===== src/rtl/alu_seq_obf.sv =====
// alu_seq_obf: sequential locked ALU with an iterative shift-add multiplier.
//
// On acceptance of a transaction the working key (locking_key[W+1:0]) is captured,
// the locked ALU result (out1/cout) is computed and registered, and a W-cycle
// shift-add multiplication of in3 by the key-unmasked constant is started. The
// results are presented with out_valid until the consumer asserts out_ready.
//
// Ports:
//   clk          rising-edge clock
//   rst_n        synchronous active-low reset
//   in_valid     operands/op valid
//   in_ready     block can accept a transaction (registered state only)
//   op           requested (locked) operation
//   in1, in2     ALU operands
//   in3          multiplicand
//   locking_key  key; only bits [W+1:0] are used
//   out_valid    results valid
//   out_ready    consumer accepts results
//   out1         ALU result, W bits
//   cout         carry (add) / borrow (sub); 0 for logic ops
//   out2         in3 * effective constant, modulo 2^W
module alu_seq_obf #(
  parameter int unsigned W            = 8,
  parameter int unsigned LK_W         = 255,
  parameter logic [W-1:0] LOCKED_CONST = W'(8'hD6)
) (
  input  logic            clk,
  input  logic            rst_n,
  input  logic            in_valid,
  output logic            in_ready,
  input  logic [1:0]      op,
  input  logic [W-1:0]    in1,
  input  logic [W-1:0]    in2,
  input  logic [W-1:0]    in3,
  input  logic [LK_W-1:0] locking_key,
  output logic            out_valid,
  input  logic            out_ready,
  output logic [W-1:0]    out1,
  output logic            cout,
  output logic [W-1:0]    out2
);

  localparam int unsigned CW = $clog2(W);
  localparam logic [CW-1:0] CntLast = CW'(W - 1);

  localparam logic [1:0] StIdle = 2'b00;
  localparam logic [1:0] StMul  = 2'b01;
  localparam logic [1:0] StDone = 2'b10;

  logic [1:0]    state_q, state_d;
  logic [CW-1:0] cnt_q, cnt_d;
  logic [W-1:0]  acc_q, acc_d;
  logic [W+1:0]  key_q, key_d;
  logic [W-1:0]  in3_q, in3_d;
  logic [W-1:0]  out1_q, out1_d;
  logic          cout_q, cout_d;
  logic [W-1:0]  out2_q, out2_d;

  logic [W+1:0] wk;
  logic [1:0]   eop;
  logic [W:0]   sum_ext;
  logic [W:0]   diff_ext;
  logic [W-1:0] alu_res;
  logic         alu_cout;
  logic [W-1:0] c_eff;
  logic [W-1:0] addend;
  logic [W-1:0] acc_sum;

  assign wk  = locking_key[W+1:0];
  assign eop = op ^ wk[1:0];

  // Key bits above the working key are intentionally ignored.
  if (LK_W > W + 2) begin : g_unused_key
    logic unused_key_bits;
    assign unused_key_bits = ^locking_key[LK_W-1:W+2];
  end

  // ALU operates on live inputs; its result is only captured on accept.
  always_comb begin
    sum_ext  = {1'b0, in1} + {1'b0, in2};
    diff_ext = {1'b0, in1} - {1'b0, in2};
    alu_res  = '0;
    alu_cout = 1'b0;
    case (eop)
      2'b00: begin
        alu_res  = sum_ext[W-1:0];
        alu_cout = sum_ext[W];
      end
      2'b01: begin
        alu_res  = diff_ext[W-1:0];
        alu_cout = diff_ext[W];  // borrow: set when in1 < in2
      end
      2'b10:   alu_res = in1 & in2;
      default: alu_res = in1 | in2;
    endcase
  end

  // Multiplier uses the captured key so in-flight key changes have no effect.
  assign c_eff   = LOCKED_CONST ^ key_q[W+1:2];
  assign addend  = c_eff[cnt_q] ? (in3_q << cnt_q) : '0;
  assign acc_sum = acc_q + addend;

  always_comb begin
    state_d = state_q;
    cnt_d   = cnt_q;
    acc_d   = acc_q;
    key_d   = key_q;
    in3_d   = in3_q;
    out1_d  = out1_q;
    cout_d  = cout_q;
    out2_d  = out2_q;
    case (state_q)
      StIdle: begin
        if (in_valid) begin
          key_d   = wk;
          in3_d   = in3;
          out1_d  = alu_res;
          cout_d  = alu_cout;
          acc_d   = '0;
          cnt_d   = '0;
          state_d = StMul;
        end
      end
      StMul: begin
        acc_d = acc_sum;
        cnt_d = cnt_q + 1'b1;
        if (cnt_q == CntLast) begin
          cnt_d   = '0;
          out2_d  = acc_sum;
          state_d = StDone;
        end
      end
      StDone: begin
        if (out_ready) begin
          state_d = StIdle;
        end
      end
      default: state_d = StIdle;
    endcase
  end

  always_ff @(posedge clk) begin
    if (!rst_n) begin
      state_q <= StIdle;
      cnt_q   <= '0;
      acc_q   <= '0;
      key_q   <= '0;
      in3_q   <= '0;
      out1_q  <= '0;
      cout_q  <= 1'b0;
      out2_q  <= '0;
    end else begin
      state_q <= state_d;
      cnt_q   <= cnt_d;
      acc_q   <= acc_d;
      key_q   <= key_d;
      in3_q   <= in3_d;
      out1_q  <= out1_d;
      cout_q  <= cout_d;
      out2_q  <= out2_d;
    end
  end

  assign in_ready  = (state_q == StIdle);
  assign out_valid = (state_q == StDone);
  assign out1      = out1_q;
  assign cout      = cout_q;
  assign out2      = out2_q;

endmodule


===== config.mk =====
export PLATFORM = sky130hd
export DESIGN_NAME = alu_seq_obf
export DESIGN_NICKNAME = d
export VERILOG_FILES = /design/src/rtl/alu_seq_obf.sv
export SDC_FILE = /design/constraint.sdc
export NUM_CORES = 1
export LEC_CHECK = 0
export CORE_AREA = 3 3 117 119
export DETAILED_ROUTE_END_ITERATION = 10
export DIE_AREA = 0 0 120 122
export HOLD_SLACK_MARGIN = 0.05
export MAX_ROUTING_LAYER = met4
export PLACE_DENSITY = 0.67
export SYNTH_ARGS = -nofsm -noshare
export SYNTH_HDL_FRONTEND = slang
export SYNTH_SLANG_ARGS = --single-unit

===== constraint.sdc =====
create_clock -name clk -period 9.4 [get_ports clk]
set_clock_uncertainty 0.1 [all_clocks]
set_input_delay 0.94 -clock clk [delete_from_list [all_inputs] [get_ports clk]]
set_output_delay 0.94 -clock clk [all_outputs]
set_load 0.1 [all_outputs]

== Word-level counts from Yosys, hierarchy flattened ==
Index checks and enable logic that the tools add are counted.
Operators by class
  reduce and logical (&&, ||, !) cells: 7
  mux-type cells: 14
  equality and inequality tests: 8
  shift-type cells: 1
  add/sub/neg operators: 4
  bitwise operators: 4
  order comparisons: 1
Operator list (count)
  $pmux W8 S3: 1
  $mux W8: 2
  $pmux W8 S2: 1
  $add A8 B8 Y9: 1
  $sub A8 B8 Y9: 1
  $add A8 B8 Y8: 1
  $and A8 B8 Y8: 1
  $or A8 B8 Y8: 1
  $shl A8 B3 Y8: 1
  $mux W2: 3
  $mux W3: 2
  $pmux W2 S3: 1
  $pmux W3 S2: 1
  $reduce_and A2 Y1: 3
  $not A5 Y5: 1
  $eq A2 B1 Y1 const B: 2
  $eq A2 B2 Y1 const B: 2
  $logic_not A2 Y1: 2
  $lt A3 B4 Y1 const B: 1
  $ne A2 B2 Y1 const B: 2
  $add A3 B1 Y3 const B: 1
  $bmux W1 S3: 1
  $eq A3 B3 Y1 const B: 1
  $reduce_and A3 Y1: 1
  other kinds (5): 5
Storage, ports and cells
  flip-flop bits (word level): 48
  logic and storage cells: 47
  input bits: 285

== Logic depth before layout (Yosys ltp) ==
Gate-level depths: netlist of the first run.
  depth in word-level cells: 6
  gate-level depth with buffers: 15

== Worst setup path after synthesis of the first run ==
No wires, ideal clock.
  kind: flip-flop to flip-flop
  start point: register cnt_q[1]
  end point: register out2_q[7], in the netlist out2[7]
  arrival time: 3.067 ns
  period minus slack after synthesis: 3.238 ns
  cell stages (with the launch flop): 15
  path slack: 6.162 ns
  library setup time: 0.071 ns
  path buffers: 1
  path through: dfxtp_1 -> buf_2 -> nor2_1 -> a21oi_1 -> nor2_1 -> a211o_1 -> or3_1 -> inv_1 -> ha_1 -> a211oi_2 -> nor2_1 -> or4_1 -> a31oi_1 -> xnor3_1 -> a21oi_1
Between the ends
  cells in the longest elaborated chain, start to end: 4
  elaborated cells between the ends (all ways): 7
Ends and longest elaborated chain
  from (decl): RTL line 51  | logic [CW-1:0] cnt_q, cnt_d;
  from (signal assigned): RTL line 154  | cnt_q <= cnt_d;
  $bmux W1 S3: RTL line 100  | assign addend = c_eff[cnt_q] ? (in3_q << cnt_q) : '0;
  $mux W1 (not written as such): RTL line 100
  $mux W8: RTL line 100
  $add A8 B8 Y8: RTL line 101  | assign acc_sum = acc_q + addend;
  to (signal assigned): RTL line 160  | out2_q <= out2_d;
  to (decl): RTL line 57  | logic [W-1:0] out2_q, out2_d;
Several ways; a longest one is shown, not always the timed one. The select of a mux whose other input is x is not followed.
A chain may end at the register's enable or synchronous reset.

== Final worst setup path of the first run ==
  start point: register cnt_q[1]
  end point: register acc_q[7]
Between the ends
  cells in the longest elaborated chain, start to end: 5
  elaborated cells between the ends (all ways): 6
Ends and longest elaborated chain
  $bmux W1 S3: RTL line 100
  $mux W1 (not written as such): RTL line 100
  $mux W8 *: RTL line 100
  $add A8 B8 Y8 *: RTL line 101
  $pmux W8 S2 *: RTL line 112  | case (state_q)
  to (signal assigned): RTL line 146  | acc_q <= '0;
  to (signal assigned): RTL line 155  | acc_q <= acc_d;
  to (decl): RTL line 52  | logic [W-1:0] acc_q, acc_d;
Mark *: on every way between the ends. The rest lies on a longest branch, timed or not. The select of a mux whose other input is x is not followed.

==> results of run 1 <==
-- flip-flops by register name, indices dropped and copies added (netlist names) --
register  flops
acc_q         8
cnt_q         3
cout          1
out1          8
in3_q         8
key_q         8
out2          8
state_q       2
-- area by class of cell --
type,count,area [µm²],share of cell area
Multi-Input combinational cell,333,2258,0.5255
Timing Repair Buffer,64,625.6,0.1456
Clock buffer,6,138.9,0.03231
Inverter,29,108.9,0.02533
Sequential cell,46,920.9,0.2143
Clock inverter,1,30.03,0.006987
Tap cell,172,215.2,0.05007
-- path summary, 6_finish.rpt --
check | start | endpoint | slack (ns) | depth (start not counted)
worst max-delay path | cnt_q[1] | acc_q[7] | 5.57 | 13
worst min-delay path | key_q[3] | key_q[3] | 0.37 | 2
worst max register to register | cnt_q[1] | acc_q[7] | 5.57 | 13
worst min register to register | key_q[3] | key_q[3] | 0.37 | 2
-- logic make-up (layout without fill, tap and decap cells) --
family / after synthesis / count (layout) / synth area share
and+or+nand+nor: 161 / 161 / 0.2200
AOI/OAI and AO/OA: 116 / 116 / 0.2407
buffers and inverters: 54 / 100 / 0.06063
DFF: 46 / 46 / 0.2721
adders and majority gates: 36 / 36 / 0.1397
xor gates and xnor gates: 10 / 10 / 0.02995
muxes: 10 / 10 / 0.03697
-- per-stage QoR --
| stage | cells | util |
|---|---|---|
| finish | 651 | 0.3392 |
| global route | 651 | 0.3392 |
| CTS | 651 | 0.3392 |
| detailed placement | 644 | 0.3259 |
| global placement | 644 | 0.3259 |
| floorplan | 433 | - |
-- per-layer routing --
| layer | vias up | track usage |
|---|---|---|
| met4 | 0 | 0.05154 |
| met1 | 1498 | 0.1499 |
| met2 | 87 | 0.2174 |
| met3 | 16 | 0.01068 |
| li1 | 1613 | - |
| met5 | - | - |
-- power breakdown --
part / total [mW] / switching [mW] / internal, mW
Sequential: 0.215 / 0.0100 / 0.205
Clock: 0.205 / 0.0740 / 0.131
Combinational: 0.165 / 0.101 / 0.0636
Total: 0.585 / 0.185 / 0.400
-- worst max-delay path: stages (launching register included) --
cell and delay [ns]:
dfxtp_1 0.79, nor2_1 0.10, a21oi_1 0.16, nor2_1 0.06, a211o_1 0.35, or3_1 0.42, inv_1 0.08, ha_1 0.24
a211oi_2 0.18, nor2_1 0.10, or4_1 0.42, a31oi_1 0.24, xnor3_1 0.39, o21ai_1 0.15
-- cells in the mapped netlist, types with 8 or more instances --
library cell / count
nand2_1: 69
dfxtp_1: 46
ha_1: 33
inv_1: 28
nor2_1: 27
a21boi_0: 22
a21oi_1: 20
clkbuf_1: 18
nand3_1: 17
o21ai_0: 16
nor2b_1: 10
a211oi_1: 9
nor3_1: 9
mux2i_1: 8
o21a_1: 8
==> metrics.cfg, run 1 <==
[synthesis]
synth_area_um2 = 3384
yosysWarnings = 0
synth_top_area_share = 0.2721
synth_top_area_cell = dfxtp_1
synthTopCellsByArea = dfxtp_1 (27%), ha_1 (12%), nand2_1 (7.7%)
syn-num-nets = 754
synth_flop_cell = dfxtp_1
synth-edff-count = 0
async_reset_ff_frac = 0
synthCells = 433
synth_area_per_cell_um2 = 7.816
ys_seq_elements = 46
synth_cell_types = 52
seq_area_frac_synth = 0.2721

[placed_design]
place_ws_ns = 5.581
detailed_place_hpwl_mm = 6.823
io_buffers = 58
gp_congestion = 0.8586
placed_cell_area_um2 = 4129

[critical_path]
cp-start-kind = flop
critPathMaxFanout = 24
crit_type = reg2reg
cp-end-kind = flop
arrival_ns = 3.95
required_ns = 9.52

[clocking]
cts_tree = built
clkSlewWorstSetupHoldPaths_ns = 0.06
hold_buffers = 0
cts-root-to-sink-buffers = 2
clk_latency_ns = 0.29
clock-sinks = 46
htree_levels = 2
cts_made_buffers = 5
cts-resized-gates = 0
cts_setup_buffers = 0
cts_root_buf = clkbuf_16

[sta]
fin_setup_tns_ns = 0
rsz0062_at_grt = false
setup_violations = 0
final_max_slew_viol_count = 0
fmax_ghz = 0.2609
final.period_utilization = 0.4077
worst_slew_pin_slew_ns = 0.9932
worst_slack_ns = 5.568
fin_hold_ws_ns = 0.3689
hold_viol = 0
min_period_ns = 3.832
max-slew-margin-rel = 0.3358

[floorplan]
dieArea_um2 = 14640
die_h_um = 122
rows = 41
initial_core_util = 0.2671
ioPinCount = 304
core_area_um2 = 12670
die_x_um = 120

[power_and_ir_drop]
power.total_mw = 0.5848
vdd_drop_max_mv = 0.07091
p_leak_nw = 1.696
power.density_nw_per_um2 = 136.1

[global_route]
antenna_found_initial = 0
grt_util_all_layers = 0.1252
grt_pass1_vias = 3139
grt_pass1_wl_mm = 14.73
grt-ovfl-total = 0
grt_max_degree = 44

[finish]
diodes = 0
design_area_um2 = 4298
area_delta_synth_final_pct = 26.99
layout_commonest_cell = nand2_1
fillerInstances = 1328
drive_above_1_share = 0.03967
final_cell_mix = nand2_1 (69), clkdlybuf4s50_1 (58), dfxtp_1 (46)
nNetsFinal = 800

[drt]
drt-initial-drc-count = 210
wl_met3_um = 295
routedWlPerCell_um = 13.86
drc = 0
highest_layer = met4
vias = 3214
postRouteWirelength_mm = 9.021
final_antenna_net_count = 0
vias_per_cell = 4.937
dr_wl_met2_mm = 4.372
drt-met1-wl_mm = 4.127
drt_pre_antenna_iters = 4

[min_path]
hold_class = reg2reg

[run_status]
status = complete, no violations

[run]
cap_violations = 0

Power figures use the tool's default switching activity.
==> run 2: changes to the inputs <==
CORE_AREA = 3 3 116 118   (was 3 3 117 119)
DIE_AREA = 0 0 119 121   (was 0 0 120 122)
PLACE_DENSITY = 0.71   (was 0.67)
clock period = 3.25 ns   (was 9.4 ns; I/O delays follow)
==> run 2 against run 1 <==
Register-to-register slack got worse by 5.4 ns; cell count is 1.7% higher; highest routed layer unchanged; hold slack got worse by 0.0058 ns; critical endpoint is now out2[7]; first-iteration DRC count shrank 24%; die area down 1.6%; count of clock-buffer cells in the layout decreased by 1; flip-flop and latch count stayed put; final area grew 2.9%; critical path depth unchanged; sequential power grew to 2.9 times the previous value; global-route usage grew 0.78 points.
==> metrics.cfg, run 2 (synthesis gave the netlist of run 1 again) <==
[floorplan]
ioPinCount = 304
dieArea_um2 = 14400
initial_core_util = 0.2693
die_x_um = 119
rows = 41
core_area_um2 = 12570
die_h_um = 121

[finish]
diodes = 0
final_cell_mix = nand2_1 (69), clkdlybuf4s50_1 (56), dfxtp_1 (44)
fillerInstances = 1285
layout_commonest_cell = nand2_1
nNetsFinal = 810
drive_above_1_share = 0.08571
stdcell_count = 662
fin_util = 0.3518
area_delta_synth_final_pct = 30.65

[drt]
drt_pre_antenna_iters = 5
routedWlPerCell_um = 14.21
drt-initial-drc-count = 159
drc = 0
vias_per_cell = 5.076
postRouteWirelength_mm = 9.404
vias = 3360
final_antenna_net_count = 0

[run]
cap_violations = 0

[clocking]
cts_root_buf = clkbuf_16
cts_tree = built
clock-sinks = 46
htree_levels = 2
clkSlewWorstSetupHoldPaths_ns = 0.07
cts-root-to-sink-buffers = 2
clk_latency_ns = 0.29
cts_made_buffers = 5
hold_buffers = 0

[placed_design]
detailed_place_hpwl_mm = 7.086
dp.cells = 653
io_buffers = 58
gp_congestion = 0.8886
place_ws_ns = -0.08377

[global_route]
grt_max_degree = 27
grt_pass1_vias = 3285
antenna_found_initial = 0
grt_util_all_layers = 0.1330
grt_pass1_wl_mm = 15.44
grt-ovfl-total = 0

[critical_path]
arrival_ns = 3.19
cp-end-kind = flop
cp-start-kind = flop
timing.rr.end = out2[7]
crit_type = reg2reg
r2r-start = cnt_q[1]
critPathMaxFanout = 6
startpoint = cnt_q[1]
regToRegSetupSlack_ns = 0.19
cp-endpoint = out2[7]
worstRegToRegCells = 13
required_ns = 3.37

[sta]
fmax_ghz = 0.3266
final_max_slew_viol_count = 0
rsz0062_at_grt = false
hold_viol = 0
fin_hold_ws_ns = 0.3632
max-slew-margin-rel = 0.3436
min_period_ns = 3.062
final.period_utilization = 0.9422
worst_slew_pin_slew_ns = 0.9816
fin_setup_tns_ns = 0
worst_slack_ns = 0.1878
setup_violations = 0

[min_path]
hold_class = reg2reg
whs_path_depth = 2

[power_and_ir_drop]
vdd_drop_max_mv = 0.1920
p_leak_nw = 1.744
power.density_nw_per_um2 = 386.1

[run_status]
status = complete, no violations

run 2: critical path, stage by stage (launching register included):
cell	delay (ns)
dfxtp_4	0.37
nor2_1	0.04
a21oi_1	0.13
nor2_1	0.06
a211o_1	0.29
or3_4	0.39
inv_2	0.08
ha_4	0.20
a211oi_2	0.21
nor2_1	0.08
or4_4	0.43
a31oi_4	0.21
xnor3_1	0.27
a21oi_2	0.13
run 2: metrics by stage:
stage | instance area, µm² | power (mW)
after global placement | 4192 | 1.108
after floorplan | 3385 | 0.9575
final | 4422 | 1.707
after global routing | 4422 | 1.789
after detailed placement | 4192 | 1.120
after CTS | 4368 | 1.715
run 2: how the worst min path moves through the flow:
stage	start	endpoint	slack (ns)
after floorplan	key_q[9]	key_q[9]	0.34
after global placement	acc_q[7]	acc_q[7]	0.35
after detailed placement	out1[3]	out1[3]	0.35
after CTS	out2[0]	out2[0]	0.37
after global routing	out2[0]	out2[0]	0.38
final	out2[0]	out2[0]	0.36
run 2: repair_timing:
item	4_1_cts	5_1_grt
setup buffers	0	1
gates resized for setup	2	10
endpoints found under the setup margin	2	4
pin swaps	2	6
run 2: area by class of cell:
type	count	area (µm²)	share of cell area
flip-flops and latches	46	925.9	0.2094
well taps	172	215.2	0.04867
clock inverters	3	43.79	0.009904
multi-input cells	333	2307	0.5218
inverters	29	108.9	0.02462
repair buffers	74	695.7	0.1573
clock buffers	5	125.1	0.02830
run 2: report_power, final:
group / switching [mW] / internal [mW]
logic: 0.309 / 0.195
clock network: 0.224 / 0.364
registers: 0.0231 / 0.592
total: 0.557 / 1.15
run 2: layer usage:
layer | routed length, µm | vias up | global-route usage | part of all wire
li1 | - | 1642 | - | -
met1 | 3916 | 1554 | 0.1558 | 0.42
met2 | 4673 | 135 | 0.2268 | 0.50
met3 | 487 | 29 | 0.01911 | 0.052
met4 | 327 | 0 | 0.06010 | 0.035
met5 | 0 | - | - | 0
==> run 3: changes to the inputs <==
--- a/constraint.sdc
+++ b/constraint.sdc
@@ -4,2 +4,2 @@
 set_output_delay 0.325 -clock clk [all_outputs]
-set_load 0.1 [all_outputs]
+set_load 0.005 [all_outputs]
==> run 3 against run 2 <==
Clock power shrank 2%; combinational power is 19% lower; critical path depth did not move; utilization is 0.18 points lower; hold slack worse by 0.0014 ns; via count decreased by 2.4%; flip-flop and latch count unchanged; sequential power about the same; largest power group unchanged.
==> metrics.cfg, run 3 (synthesis gave the netlist of run 1 again) <==
[critical_path]
arrival_ns = 3.20
worstRegToRegCells = 13
cp-end-kind = flop
cp-start-kind = flop
critPathMaxFanout = 8
required_ns = 3.37
regToRegSetupSlack_ns = 0.17
r2r-start = cnt_q[1]
crit_type = reg2reg
timing.rr.end = acc_q[7]

[clocking]
cts_setup_buffers = 0
cts_root_buf = clkbuf_16
clock-sinks = 46
htree_levels = 2
cts-root-to-sink-buffers = 2
clkSlewWorstSetupHoldPaths_ns = 0.06
clk_latency_ns = 0.29
cts_made_buffers = 5
cts_tree = built

[drt]
drc = 0
final_antenna_net_count = 0
vias_per_cell = 4.959
routedWlPerCell_um = 14.11
postRouteWirelength_mm = 9.327
drt-initial-drc-count = 136
drt_pre_antenna_iters = 5
vias = 3278

[global_route]
grt_pass1_vias = 3312
grt-ovfl-total = 0
grt_util_all_layers = 0.1354
grt_max_degree = 27
grt_pass1_wl_mm = 15.65
antenna_found_initial = 0

[floorplan]
die_h_um = 121
core_area_um2 = 12570
dieArea_um2 = 14400
rows = 41
initial_core_util = 0.2693
ioPinCount = 304
die_x_um = 119

[finish]
diodes = 0
layout_commonest_cell = nand2_1
stdcell_count = 661
fillerInstances = 1311
fin_util = 0.3500
final_cell_mix = nand2_1 (69), clkdlybuf4s50_1 (58), dfxtp_1 (45)
drive_above_1_share = 0.06953
nNetsFinal = 809
area_delta_synth_final_pct = 29.98
design_area_um2 = 4399

[power_and_ir_drop]
vdd_drop_max_mv = 0.2909
power.density_nw_per_um2 = 363.5
p_leak_nw = 1.735
p_switching_mw = 0.4492
seqPwrFrac = 0.384
switching_share = 0.2809
power.total_mw = 1.599
p_comb_frac = 0.256
pwr-share-clk = 0.360
cell_internal_pwr_mw = 1.150

[sta]
hold_viol = 0
final_max_slew_viol_count = 0
final.period_utilization = 0.9479
setup_violations = 0
max-slew-margin-rel = 0.3645
fmax_ghz = 0.3246
min_period_ns = 3.081
worst_slew_pin_slew_ns = 0.9509

[min_path]
whs_path_depth = 2
holdPathEnd = out2[0]
hold_path_startpoint = out2[0]
hold_class = reg2reg

[placed_design]
placed_cell_area_um2 = 4197
gp_congestion = 0.8989
detailed_place_hpwl_mm = 7.143
dp.cells = 653
io_buffers = 58

[run_status]
status = complete, no violations

[run]
cap_violations = 0

-- run 3: power by group through the flow --
stage | sequential [mW] | clock [mW] | combinational, mW
floorplan | 0.621 | 0 | 0.244
global placement | 0.626 | 0 | 0.389
detailed placement | 0.627 | 0 | 0.401
CTS | 0.614 | 0.590 | 0.406
global route | 0.618 | 0.612 | 0.455
finish | 0.614 | 0.576 | 0.409
-- run 3: area by class of cell --
type	instances	area [µm²]	share of cell area
clock buffer	7	132.6	0.03015
clock inverter	1	30.03	0.006826
inverter	29	108.9	0.02474
multi-input combinational	333	2295	0.5216
sequential	46	924.6	0.2102
tap	172	215.2	0.04892
timing repair buffer	73	693.2	0.1576
-- run 3: worst max-delay path, stage by stage, from the launching register on --
cell	delay [ns]
dfxtp_4	0.38
nor2_1	0.05
a21oi_1	0.13
nor2_1	0.06
a211o_1	0.30
or3_4	0.38
inv_1	0.08
ha_1	0.25
a211oi_2	0.18
nor2_1	0.09
or4_4	0.44
a31oi_4	0.19
xnor3_1	0.27
o21ai_1	0.14
-- run 3: layer usage --
layer / wire, µm / global-route usage / up-vias
li1: - / - / 1627
met1: 3878 / 0.1572 / 1539
met2: 4795 / 0.2406 / 104
met3: 503 / 0.02051 / 8
met4: 150 / 0.04345 / 0
met5: 0 / - / -
-- run 3: worst max-delay path by stage --
stage	from	endpoint	slack, ns	depth (start not counted)
after floorplan	cnt_q[1]	out2[7]	0.01	14
after global placement	cnt_q[1]	out2[7]	0.01	13
after detailed placement	cnt_q[1]	out2[7]	-0.14	13
after CTS	cnt_q[1]	out2[7]	0.09	13
after global routing	cnt_q[1]	acc_q[7]	-0.002	13
final	cnt_q[1]	acc_q[7]	0.17	13
-- run 3: timing repair --
action	4_1_cts	5_1_grt
hold endpoints to repair	0	0
pin swaps	1	3
hold buffers	0	0
setup endpoints to repair	2	6
gates resized for setup	5	5
-- run 3: stage by stage --
step                      worst slack, ns  hold slack, ns  setup TNS (ns)
after CTS                         0.09360          0.3647               0
after detailed placement          -0.1394          0.3553         -0.2533
after global placement            0.01440          0.3499               0
after global routing            -0.001791          0.3869       -0.001791
after floorplan                   0.01347          0.3384               0
final                              0.1692          0.3618               0
